## src/rtl/sdram_port_arbiter_if.sv

```systemverilog
// Handshake bundle between the port arbiter (slave) and its environment (master):
// FIFO empty flags, SDRAM FSM done/ref_ack pulses, and the grant/refresh outputs.
interface sdram_port_arbiter_if;
  logic [15:0] fifo_empty;
  logic        done;
  logic        ref_ack;
  logic [3:0]  fifo_sel;
  logic        tx_fifo_empty;
  logic        ref_req;
  logic        grant_valid;
  logic        ref_overrun;

  modport slave (
    input  fifo_empty, done, ref_ack,
    output fifo_sel, tx_fifo_empty, ref_req, grant_valid, ref_overrun
  );

  modport master (
    output fifo_empty, done, ref_ack,
    input  fifo_sel, tx_fifo_empty, ref_req, grant_valid, ref_overrun
  );
endinterface

```

## src/rtl/sdram_port_arbiter.sv

```systemverilog
// Round-robin scheduler of port Tx FIFOs onto the SDRAM command FSM, with periodic refresh.
// Optional macro VMC_ARB_PORT0_PRIO_EN: port 0 (CPU) wins over round-robin ports 1..NR_PORTS-1.
//
// state   | meaning
// IDLE    | no grant; picks refresh (priority) or next non-empty port
// GRANT   | port fifo_sel owns the FSM until done
// REFRESH | ref_req asserted, waiting for ref_ack
module sdram_port_arbiter #(
  parameter int NR_PORTS     = 4,
  parameter int REF_INTERVAL = 390,
  parameter int REF_CNT_W    = 10
) (
  input  logic                  sdram_clk_0,
  input  logic                  wb_rst,
  sdram_port_arbiter_if.slave   arb
);

  typedef enum logic [1:0] {IDLE, GRANT, REFRESH} state_t;

  localparam logic [REF_CNT_W-1:0] REF_RELOAD = REF_CNT_W'(REF_INTERVAL - 1);
  localparam logic [3:0]           RR_RESET   = 4'(NR_PORTS - 1);

  state_t               state, state_nxt;
  logic [REF_CNT_W-1:0] ref_cnt;
  logic                 ref_pending;
  logic                 ref_expire;
  logic                 ref_clr;
  logic [3:0]           rr_ptr;
  logic [3:0]           fifo_sel_q;
  logic                 ref_req_q;
  logic                 grant_valid_q;
  logic                 ref_overrun_q;
  logic                 pick_valid;
  logic [3:0]           pick_idx;
  logic [4:0]           cand;

  assign ref_expire = (ref_cnt == '0);
  assign ref_clr    = (state == REFRESH) && arb.ref_ack;

  // Search starts one past the last granted port and wraps at NR_PORTS.
  always_comb begin
    pick_valid = 1'b0;
    pick_idx   = 4'd0;
    cand       = 5'd0;
    for (int i = 1; i <= NR_PORTS; i++) begin
      cand = {1'b0, rr_ptr} + 5'(i);
      if (cand >= 5'(NR_PORTS))
        cand = cand - 5'(NR_PORTS);
      if (!pick_valid && !arb.fifo_empty[cand[3:0]]) begin
        pick_valid = 1'b1;
        pick_idx   = cand[3:0];
      end
    end
`ifdef VMC_ARB_PORT0_PRIO_EN
    if (!arb.fifo_empty[0]) begin
      pick_valid = 1'b1;
      pick_idx   = 4'd0;
    end
`endif
  end

  always_comb begin
    state_nxt = state;
    case (state)
      IDLE: begin
        if (ref_pending)
          state_nxt = REFRESH;
        else if (pick_valid)
          state_nxt = GRANT;
      end
      GRANT:   if (arb.done)    state_nxt = IDLE;
      REFRESH: if (arb.ref_ack) state_nxt = IDLE;
      default: state_nxt = IDLE;
    endcase
  end

  always_ff @(posedge sdram_clk_0 or posedge wb_rst) begin
    if (wb_rst) begin
      state         <= IDLE;
      ref_cnt       <= REF_RELOAD;
      ref_pending   <= 1'b0;
      ref_overrun_q <= 1'b0;
      rr_ptr        <= RR_RESET;
      fifo_sel_q    <= 4'd0;
      ref_req_q     <= 1'b0;
      grant_valid_q <= 1'b0;
    end else begin
      state <= state_nxt;

      ref_cnt <= ref_expire ? REF_RELOAD : ref_cnt - 1'b1;

      // A new expiry wins over a same-cycle ack and is not an overrun.
      if (ref_expire)
        ref_pending <= 1'b1;
      else if (ref_clr)
        ref_pending <= 1'b0;
      if (ref_expire && ref_pending && !ref_clr)
        ref_overrun_q <= 1'b1;

      if (state == IDLE && state_nxt == GRANT) begin
        fifo_sel_q    <= pick_idx;
        grant_valid_q <= 1'b1;
      end
      if (state == IDLE && state_nxt == REFRESH)
        ref_req_q <= 1'b1;
      if (ref_clr)
        ref_req_q <= 1'b0;

      if (state == GRANT && arb.done) begin
        grant_valid_q <= 1'b0;
`ifdef VMC_ARB_PORT0_PRIO_EN
        if (fifo_sel_q != 4'd0)
          rr_ptr <= fifo_sel_q;
`else
        rr_ptr <= fifo_sel_q;
`endif
      end
    end
  end

  // Combinational so the FSM sees a FIFO running dry mid-burst.
  assign arb.tx_fifo_empty = (state == GRANT) ? arb.fifo_empty[fifo_sel_q] : 1'b1;
  assign arb.fifo_sel      = fifo_sel_q;
  assign arb.ref_req       = ref_req_q;
  assign arb.grant_valid   = grant_valid_q;
  assign arb.ref_overrun   = ref_overrun_q;

endmodule

```

## src/flat_wrapper.sv

```systemverilog
// flat-port wrapper written by rule: the top's interface ports become plain ports
module sdram_port_arbiter_flat 
#(
  parameter int NR_PORTS     = 4,
  parameter int REF_INTERVAL = 390,
  parameter int REF_CNT_W    = 10
)
  (sdram_clk_0, wb_rst, arb_fifo_empty, arb_done, arb_ref_ack, arb_fifo_sel, arb_tx_fifo_empty, arb_ref_req, arb_grant_valid, arb_ref_overrun);
  sdram_port_arbiter_if arb_i ();
  input  logic sdram_clk_0;
  input  logic wb_rst;
  input wire logic [$bits(arb_i.fifo_empty)-1:0] arb_fifo_empty;
  input wire logic [$bits(arb_i.done)-1:0] arb_done;
  input wire logic [$bits(arb_i.ref_ack)-1:0] arb_ref_ack;
  output wire logic [$bits(arb_i.fifo_sel)-1:0] arb_fifo_sel;
  output wire logic [$bits(arb_i.tx_fifo_empty)-1:0] arb_tx_fifo_empty;
  output wire logic [$bits(arb_i.ref_req)-1:0] arb_ref_req;
  output wire logic [$bits(arb_i.grant_valid)-1:0] arb_grant_valid;
  output wire logic [$bits(arb_i.ref_overrun)-1:0] arb_ref_overrun;
  assign arb_i.fifo_empty = arb_fifo_empty;
  assign arb_i.done = arb_done;
  assign arb_i.ref_ack = arb_ref_ack;
  assign arb_fifo_sel = arb_i.fifo_sel;
  assign arb_tx_fifo_empty = arb_i.tx_fifo_empty;
  assign arb_ref_req = arb_i.ref_req;
  assign arb_grant_valid = arb_i.grant_valid;
  assign arb_ref_overrun = arb_i.ref_overrun;
  sdram_port_arbiter #(.NR_PORTS(NR_PORTS), .REF_INTERVAL(REF_INTERVAL), .REF_CNT_W(REF_CNT_W)) u_core (.sdram_clk_0(sdram_clk_0), .wb_rst(wb_rst), .arb(arb_i));
endmodule
```

## config.mk

```make
export PLATFORM = sky130hd
export DESIGN_NAME = sdram_port_arbiter_flat
export DESIGN_NICKNAME = d
export VERILOG_FILES = /design/src/rtl/sdram_port_arbiter_if.sv /design/src/rtl/sdram_port_arbiter.sv /design/src/flat_wrapper.sv
export SDC_FILE = /design/constraint.sdc
export NUM_CORES = 1
export LEC_CHECK = 0
export BUFFER_PORTS_ARGS = -buffer_cell sky130_fd_sc_hd__buf_2
export CORE_MARGIN = 8
export CORE_UTILIZATION = 55
export DETAILED_ROUTE_END_ITERATION = 8
export PLACE_DENSITY = 0.86
export SLEW_MARGIN = 5
export SYNTH_ARGS = -nofsm -noshare
export SYNTH_HDL_FRONTEND = slang
export SYNTH_SLANG_ARGS = --single-unit
```

## constraint.sdc

```tcl
create_clock -name sdram_clk_0 -period 4.1 [get_ports sdram_clk_0]
set_clock_uncertainty 0.1 [all_clocks]
set_input_delay 0.82 -clock sdram_clk_0 [delete_from_list [all_inputs] [get_ports sdram_clk_0]]
set_output_delay 0.82 -clock sdram_clk_0 [all_outputs]
set_load 0.02 [all_outputs]
```

After elaboration in Yosys (flattened, before gate mapping)
Cells that the tools add are included.
{"block": "word_totals", "ff_bits": 24, "input_bits": 20, "output_inout_bits": 8, "wordCells": 85}
{"block": "op_classes", "n_addsub": 9, "n_lt_le_gt_ge": 9, "n_eq_ne": 4, "muxes": 35, "reduce_logical": 20}
{"op": "4-bit two-way mux", "n": 8}
{"op": "4-bit by 5-bit less-than comparator with 1-bit output, second input constant", "n": 5}
{"op": "1-bit binary-select mux with 4-bit select", "n": 5}
{"op": "5-bit by 3-bit greater-or-equal comparator with 1-bit output, second input constant", "n": 4}
{"op": "1-bit two-way mux", "n": 16}
{"op": "4-bit by 3-bit subtractor with 4-bit output, second input constant", "n": 4}
{"op": "4-bit by 2-bit adder with 5-bit output, second input constant", "n": 2}
{"op": "10-bit logical NOT", "n": 1}
{"op": "10-bit two-way mux", "n": 1}
{"op": "10-bit by 1-bit subtractor with 10-bit output, second input constant", "n": 1}
{"op": "1-bit logical AND", "n": 9}
{"op": "2-bit two-way mux", "n": 4}
{"op": "1-bit logical NOT", "n": 6}
{"op": "2-bit case mux with 3 select lines", "n": 1}
{"op": "2-bit nonzero test", "n": 3}
{"op": "4-bit by 1-bit adder with 5-bit output, second input constant", "n": 1}
{"op": "4-bit by 3-bit adder with 5-bit output, second input constant", "n": 1}
{"op": "2-bit by 1-bit == test with 1-bit output, second input constant", "n": 2}
{"op": "2-bit == test, second input constant", "n": 2}
{"op": "2-bit logical NOT", "n": 1}

Depth between registers and ports, before layout
Gate-level depths: netlist of run 1.
{"block": "logic_depth", "ltp_word": 21, "ltp_mapped": 14, "depth_no_buf": 13}

Worst setup path before layout of run 1
No wires, ideal clock.
{"block": "synth_timing", "kind": "register to register", "start": "register u_core.rr_ptr[1]", "end": "register u_core.fifo_sel_q[3] (netlist: u_core.arb.fifo_sel[3])", "setup_time_ps": 125, "arrival_time_ps": 3302, "required_ps": 3875, "setup_slack_ps": 573, "stages_incl_launch_ff": 15, "path_buffers": 1, "period_less_slack_ps": 3527, "cell_sequence": "dfstp_2 clkbuf_1 inv_1 ha_1 a21oi_1 xnor2_1 inv_1 ha_1 nand2_1 o21ai_0 nand2b_1 a211oi_4 nand2_2 o41a_4 mux2_4"}
{"block": "synth_between", "elab_chain_len": 19, "word_cells_on_any_way": 45, "cone_classes": "add/sub: 8; order compare: 4; eq/ne: 1; mux: 23; reduce/logical: 9"}
{"item": "start, declared", "line_no": "sdram_port_arbiter.sv:28", "source": "logic [3:0] rr_ptr;"}
{"item": "start signal, assigned", "line_no": "sdram_port_arbiter.sv:115", "source": "rr_ptr <= fifo_sel_q;"}
{"item": "4-bit by 2-bit adder with 5-bit output", "line_no": "sdram_port_arbiter.sv:46", "source": "cand = {1'b0, rr_ptr} + 5'(i);"}
{"item": "4-bit by 3-bit subtractor with 4-bit output or 5-bit by 3-bit greater-or-equal comparator with 1-bit output (tied branches)", "line_no": "sdram_port_arbiter.sv:48, sdram_port_arbiter.sv:47"}
{"item": "4-bit two-way mux", "line_no": "sdram_port_arbiter.sv:47", "source": "if (cand >= 5'(NR_PORTS))"}
{"item": "1-bit binary-select mux with 4-bit select", "line_no": "sdram_port_arbiter.sv:49", "source": "if (!pick_valid && !arb.fifo_empty[cand[3:0]]) begin"}
{"item": "1-bit two-way mux (not written as such)", "line_no": "sdram_port_arbiter.sv:49"}
{"item": "1-bit logical NOT", "line_no": "sdram_port_arbiter.sv:49"}
{"item": "1-bit logical AND", "line_no": "sdram_port_arbiter.sv:49"}
{"item": "1-bit two-way mux", "line_no": "sdram_port_arbiter.sv:49"}
{"item": "(+3 left out)"}
{"item": "1-bit logical NOT", "line_no": "sdram_port_arbiter.sv:49"}
{"item": "1-bit logical AND", "line_no": "sdram_port_arbiter.sv:49"}
{"item": "1-bit two-way mux", "line_no": "sdram_port_arbiter.sv:49"}
{"item": "2-bit two-way mux", "line_no": "sdram_port_arbiter.sv:68", "source": "else if (pick_valid)"}
{"item": "2-bit two-way mux", "line_no": "sdram_port_arbiter.sv:66", "source": "if (ref_pending)"}
{"item": "2-bit case mux with 3 select lines", "line_no": "sdram_port_arbiter.sv:64", "source": "case (state)"}
{"item": "2-bit by 1-bit == test with 1-bit output", "line_no": "sdram_port_arbiter.sv:100", "source": "if (state == IDLE && state_nxt == GRANT) begin"}
{"item": "1-bit logical AND", "line_no": "sdram_port_arbiter.sv:100"}
{"item": "end signal, assigned", "line_no": "sdram_port_arbiter.sv:101", "source": "fifo_sel_q <= pick_idx;"}
{"item": "end, declared", "line_no": "sdram_port_arbiter.sv:29", "source": "logic [3:0] fifo_sel_q;"}
Several ways; a longest one is shown, not always the timed one. The select of a mux whose other input is x is not followed.
A chain may end at the register's enable or synchronous reset.

Final worst setup path of run 1
{"block": "layout_timing", "start": "register u_core.rr_ptr[2]", "end": "register u_core.fifo_sel_q[3] (netlist: u_core.arb.fifo_sel[3])"}
The elaborated chain is that of the path after synthesis.

==> results.py, run 1 <==
metrics = {
    "synthesis": {
        "synth_cell_types": 62,
        "ys_seq_area_frac": 0.2588,
        "synthArstFlopShare": 1.000,
        "syn_nets": 260,
        "syn_area_per_cell_um2": 10.49,
        "synth_area_mm2": 0.002350,
        "synthCells": 224,
        "yosys_warnings": 0,
        "synth_enable_flop_cells": 0,
        "ys.flop_type": "dfrtp_1",
        "ys_ff_latch": 24,
    },
    "worst_hold_path": {
        "hold_start": "u_core.ref_cnt[0]",
        "holdCritPathClass": "reg -> reg",
    },
    "die": {
        "num_rows": 23,
        "dieArea_mm2": 0.006619,
        "ios": 28,
        "core_area_mm2": 0.004058,
        "start_util": 0.5791,
        "dieHeight_um": 81.36,
        "die-width_um": 81.36,
    },
    "worst_setup_path": {
        "cp-startpoint": "u_core.rr_ptr[2]",
        "crit_path_start_kind": "flip-flop",
        "worstReg2RegStart": "u_core.rr_ptr[2]",
        "path_cells": "ha_1 > a21oi_1 > xnor2_1 > inv_1 > ha_1 > nand2_1 > o21ai_0 > nand2b_1 > a211oi_4 > nand2_2 > o41a_4 > mux2_4",
        "cp_data_arrival_time_ns": 3.61,
        "crit_path_top_delay_cell": "dfrtp_1",
        "end_kind": "flip-flop",
        "cp_max_fo": 14,
        "slowest_delay_ns": 0.70,
        "critPathKind": "reg -> reg",
        "crit_top_cell": "ha_1",
        "required_ns": 4.17,
    },
    "cells_and_area": {
        "drive_gt1_frac": 0.3004,
        "mostFrequentLayoutCell": "buf_2",
        "syn2layout_area_growth_pct": 10.54,
        "fillers": 322,
        "ff_latch_area_um2": 608.1,
        "nets": 290,
        "diodes": 0,
        "final_cell_mix": "buf_2, nand2_1, dfrtp_1",
        "multi_input_area_mm2": 0.001630,
    },
    "global_routing": {
        "met2_usage": 0.3047,
        "grt_pass1_wl_um": 9259,
        "grt_use_met3": 0.03642,
        "grt_overflow": 0,
        "track_usage": 0.1797,
        "grt_max_degree": 25,
        "grt_pass1_vias": 1873,
        "grt_antenna_before_repair": 0,
        "met1_usage": 0.2244,
        "grt.busiest_layer": "met2",
    },
    "drt": {
        "dr.first_iter.drc_count": 184,
        "antenna_left": 0,
        "dr.pass1.iters": 4,
        "num_vias": 1931,
        "drt-total-wl_um": 5683,
        "drcViolationCount": 0,
        "wl_per_cell_um": 18.76,
        "vias_per_cell": 6.373,
    },
    "sta": {
        "finalCritPeriodShare": 0.8650,
        "tightest_slew_ns": 0.9017,
        "fmax_ghz": 0.2820,
        "setup_violations": 0,
        "slew_violations": 0,
        "tns_ns": 0,
        "min_period_ns": 3.546,
        "finalHoldViolations": 0,
        "grt_setup_unrepaired": "no",
        "relSlewSlack": 0.3982,
    },
    "clocking": {
        "clk_latency_ns": 0.28,
        "cts_sinks": 24,
        "root_buffer": "clkbuf_8",
        "cts_tree": "yes",
        "cts_hold_buf": 0,
        "cts_max_level": 1,
        "clkTransAtPathRegs_ns": 0.09,
        "cts_buffers": 3,
        "post-cts-setup-buffers": 0,
        "cts_buffer_depth": 2,
        "post_cts_resized": 0,
    },
    "placed_design": {
        "port_buffers": 27,
        "hpwl_um": 4419,
        "gp_congestion": 0.9498,
    },
    "job": {
        "drv_cap": 0,
    },
    "status": {
        "status": "completed",
    },
}
## synth_stat cells, types with 3 or more instances
| master | count | area (µm²) |
|---|---|---|
| nor2_1 | 17 | 63.81 |
| mux4_2 | 17 | 382.9 |
| nand2b_1 | 4 | 25.02 |
| or2_2 | 4 | 25.02 |
| nor4_1 | 3 | 18.77 |
| mux4_1 | 3 | 78.83 |
| inv_1 | 15 | 56.30 |
| a21oi_1 | 10 | 50.05 |
| o21ai_0 | 7 | 35.03 |
| nand2_1 | 23 | 86.33 |
| nor3_1 | 7 | 35.03 |
| dfrtp_1 | 18 | 450.4 |
| xnor2_1 | 5 | 43.79 |
| mux2i_1 | 5 | 50.05 |
| ha_1 | 16 | 200.2 |
| xor2_1 | 4 | 35.03 |
| a211oi_1 | 3 | 22.52 |
| dfstp_2 | 6 | 157.7 |
## logic make-up after synthesis
kind of cell,count (synthesis),synth area share
muxes,28,0.2338
AOI/OAI and AO/OA,45,0.1480
buffers and inverters,22,0.04739
xor gates and xnor gates,11,0.05218
adders and majority gates,16,0.08520
DFF,24,0.2588
and+or+nand+nor,78,0.1747
## path summary, 6_finish.rpt
| path | endpoint | slack [ns] | cells past startpoint |
|---|---|---|---|
| worst max-delay path | u_core.arb.fifo_sel[3] | 0.55 | 12 |
| worst min-delay path | u_core.ref_cnt[0] | 0.37 | 1 |
| worst max register to register | u_core.arb.fifo_sel[3] | 0.55 | 12 |
| worst min register to register | u_core.ref_cnt[0] | 0.37 | 1 |
| max in group asynchronous | u_core.arb.fifo_sel[0] | 2.72 | 2 |
| min in group asynchronous | u_core.ref_pending | 0.63 | 2 |
## area by class of cell
type / instances / area share
clock buffer: 3 / 0.01590
clock inverter: 1 / 0.01156
inverter: 16 / 0.02312
multi-input combinational: 178 / 0.6276
sequential: 24 / 0.2341
tap: 50 / 0.02408
timing repair buffer: 31 / 0.06358
## sequential cells by signal, summed over array words and instances, names as in the netlist
| name | cells |
|---|---|
| u_core.ref_cnt | 10 |
| u_core.ref_pending | 1 |
| u_core.arb.ref_req | 1 |
| u_core.arb.ref_overrun | 1 |
| u_core.arb.fifo_sel | 4 |
| u_core.state | 2 |
| u_core.arb.grant_valid | 1 |
| u_core.rr_ptr | 4 |
## stage by stage
stage                     instance area (µm²)  setup WS, ns  instances    util  hold WS, ns
after global routing                     2597        0.2517        303  0.6401       0.3823
after CTS                                2597        0.5537        303  0.6401       0.3748
after detailed placement                 2526        0.5771        299  0.6226       0.3563
after floorplan                          2350        0.5728        224       -       0.3355
final                                    2597        0.5536        303  0.6401       0.3728
after global placement                   2526        0.6258        299  0.6226       0.3479
## worst max-delay path, delay by kind of cell, from the launching register on
kind | cells | cell delay, ns
DFF | 1 | 0.70
adders and majority gates | 2 | 0.47
and+or+nand+nor | 3 | 0.45
buffers and inverters | 1 | 0.10
AOI/OAI and AO/OA | 4 | 1.06
muxes | 1 | 0.30
xor gates and xnor gates | 1 | 0.25
## routing by layer
metal,up-vias,wire length [µm]
met1,931,2379
met2,90,2778
met4,0,95
met5,-,0
li1,901,-
met3,9,429
Power of run 1 is not shown: default switching activity piles up to over one toggle a cycle in this logic, so the estimate is an artifact.
==> inputs of run 2 (changes only) <==
CORE_MARGIN = 1   (was 8)
==> results.py, run 2 (synthesized netlist as in run 1, its figures left out) <==
metrics = {
    "worst_setup_path": {
        "rr_worst_depth": 13,
        "worstReg2RegStart": "u_core.rr_ptr[1]",
        "cp_max_fo": 13,
        "end_kind": "flip-flop",
        "critPathKind": "reg -> reg",
        "rrSetupSlack_ns": 0.31,
        "required_ns": 4.16,
        "cp_data_arrival_time_ns": 3.85,
        "crit_path_start_kind": "flip-flop",
        "r2r_end": "u_core.arb.fifo_sel[3]",
    },
    "clocking": {
        "cts_buffer_depth": 2,
        "cts_buffers": 3,
        "clk_latency_ns": 0.27,
        "post_cts_resized": 0,
        "cts_hold_buf": 0,
        "post-cts-setup-buffers": 0,
        "clkTransAtPathRegs_ns": 0.09,
        "root_buffer": "clkbuf_8",
        "cts_tree": "yes",
        "cts_sinks": 24,
        "cts_max_level": 1,
    },
    "sta": {
        "finalCritPeriodShare": 0.9252,
        "finalHoldViolations": 0,
        "tightest_slew_ns": 0.8906,
        "grt_setup_unrepaired": "no",
        "fmax_ghz": 0.2636,
        "setup_violations": 0,
        "slew_violations": 0,
        "min_period_ns": 3.793,
        "tns_ns": 0,
        "relSlewSlack": 0.4056,
    },
    "worst_hold_path": {
        "hold-path-cell-count": 1,
        "holdCritPathClass": "reg -> reg",
        "hold_path_end": "u_core.ref_cnt[0]",
        "hold_start": "u_core.ref_cnt[0]",
    },
    "global_routing": {
        "grt_antenna_before_repair": 0,
        "grt_pass1_vias": 1913,
        "track_usage": 0.2857,
        "grt_overflow": 0,
        "grt_max_degree": 25,
        "grt_pass1_wl_um": 9370,
    },
    "cells_and_area": {
        "largest-register": "u_core.ref_cnt",
        "diodes": 0,
        "nets": 290,
        "final_cell_mix": "buf_2, nand2_1, dfrtp_1",
        "syn2layout_area_growth_pct": 10.54,
        "drive_gt1_frac": 0.3004,
        "largest_register_ffs": 10,
        "mostFrequentLayoutCell": "buf_2",
        "fin_util": 0.6401,
    },
    "drt": {
        "antenna_left": 0,
        "dr.pass1.iters": 4,
        "vias_per_cell": 6.254,
        "wl_per_cell_um": 18.65,
        "num_vias": 1895,
        "drt-total-wl_um": 5651,
        "drcViolationCount": 0,
        "dr.first_iter.drc_count": 194,
    },
    "placed_design": {
        "hpwl_um": 4485,
        "gp_congestion": 0.9871,
        "port_buffers": 27,
    },
    "die": {
        "core_area_mm2": 0.004058,
        "start_util": 0.5791,
        "die-width_um": 67.36,
        "num_rows": 23,
        "dieArea_mm2": 0.004537,
        "ios": 28,
        "dieHeight_um": 67.36,
    },
    "job": {
        "drv_cap": 0,
    },
    "status": {
        "status": "completed",
    },
}
[run 2: critical path: stages, from the launching register on]
cell and delay (ns):
dfstp_2 0.71, inv_1 0.24, ha_1 0.26, a21oi_1 0.17, xnor2_1 0.18, inv_1 0.10
ha_1 0.19, nand2_1 0.05, o21ai_0 0.11, nand2b_1 0.23, a211oi_4 0.35, nand2_2 0.15
o41a_4 0.53, mux2_4 0.31
[run 2: final cells by class]
type                            instances  area, µm²
Inverter                               16      60.06
Multi-Input combinational cell        178       1630
Sequential cell                        24      608.1
Timing Repair Buffer                   31      165.2
Clock buffer                            3      41.29
Tap cell                               50      62.56
Fill cell                             328       1460
Clock inverter                          1      30.03
[run 2: through the flow]
step / cell area (µm²) / hold slack [ns] / std cells / setup WS (ns)
floorplan: 2350 / 0.3355 / 224 / 0.5728
detailed placement: 2526 / 0.3553 / 299 / 0.3638
global placement: 2526 / 0.3474 / 299 / 0.4795
CTS: 2597 / 0.3710 / 303 / 0.3314
finish: 2597 / 0.3734 / 303 / 0.3067
global route: 2597 / 0.3976 / 303 / 0.05144
[run 2: worst max-delay path by stage]
stage,start,to,slack (ns),cells past startpoint
after floorplan,u_core.rr_ptr[1],u_core.arb.fifo_sel[3],0.57,14
after global placement,u_core.rr_ptr[1],u_core.arb.fifo_sel[3],0.48,13
after detailed placement,u_core.rr_ptr[1],u_core.arb.fifo_sel[3],0.36,13
after CTS,u_core.rr_ptr[1],u_core.arb.fifo_sel[3],0.33,13
after global routing,u_core.rr_ptr[1],u_core.state[0],0.05,13
final,u_core.rr_ptr[1],u_core.arb.fifo_sel[3],0.31,13
[run 2: layer usage]
layer  wire (µm)  track usage  vias to the layer above
met5           0            0                        -
met4         144       0.1250                        0
met3         349      0.05068                       13
met2        2839       0.4850                       65
met1        2318       0.3544                      915
li1            -            -                      902
Power of run 2 is left out for the same reason.
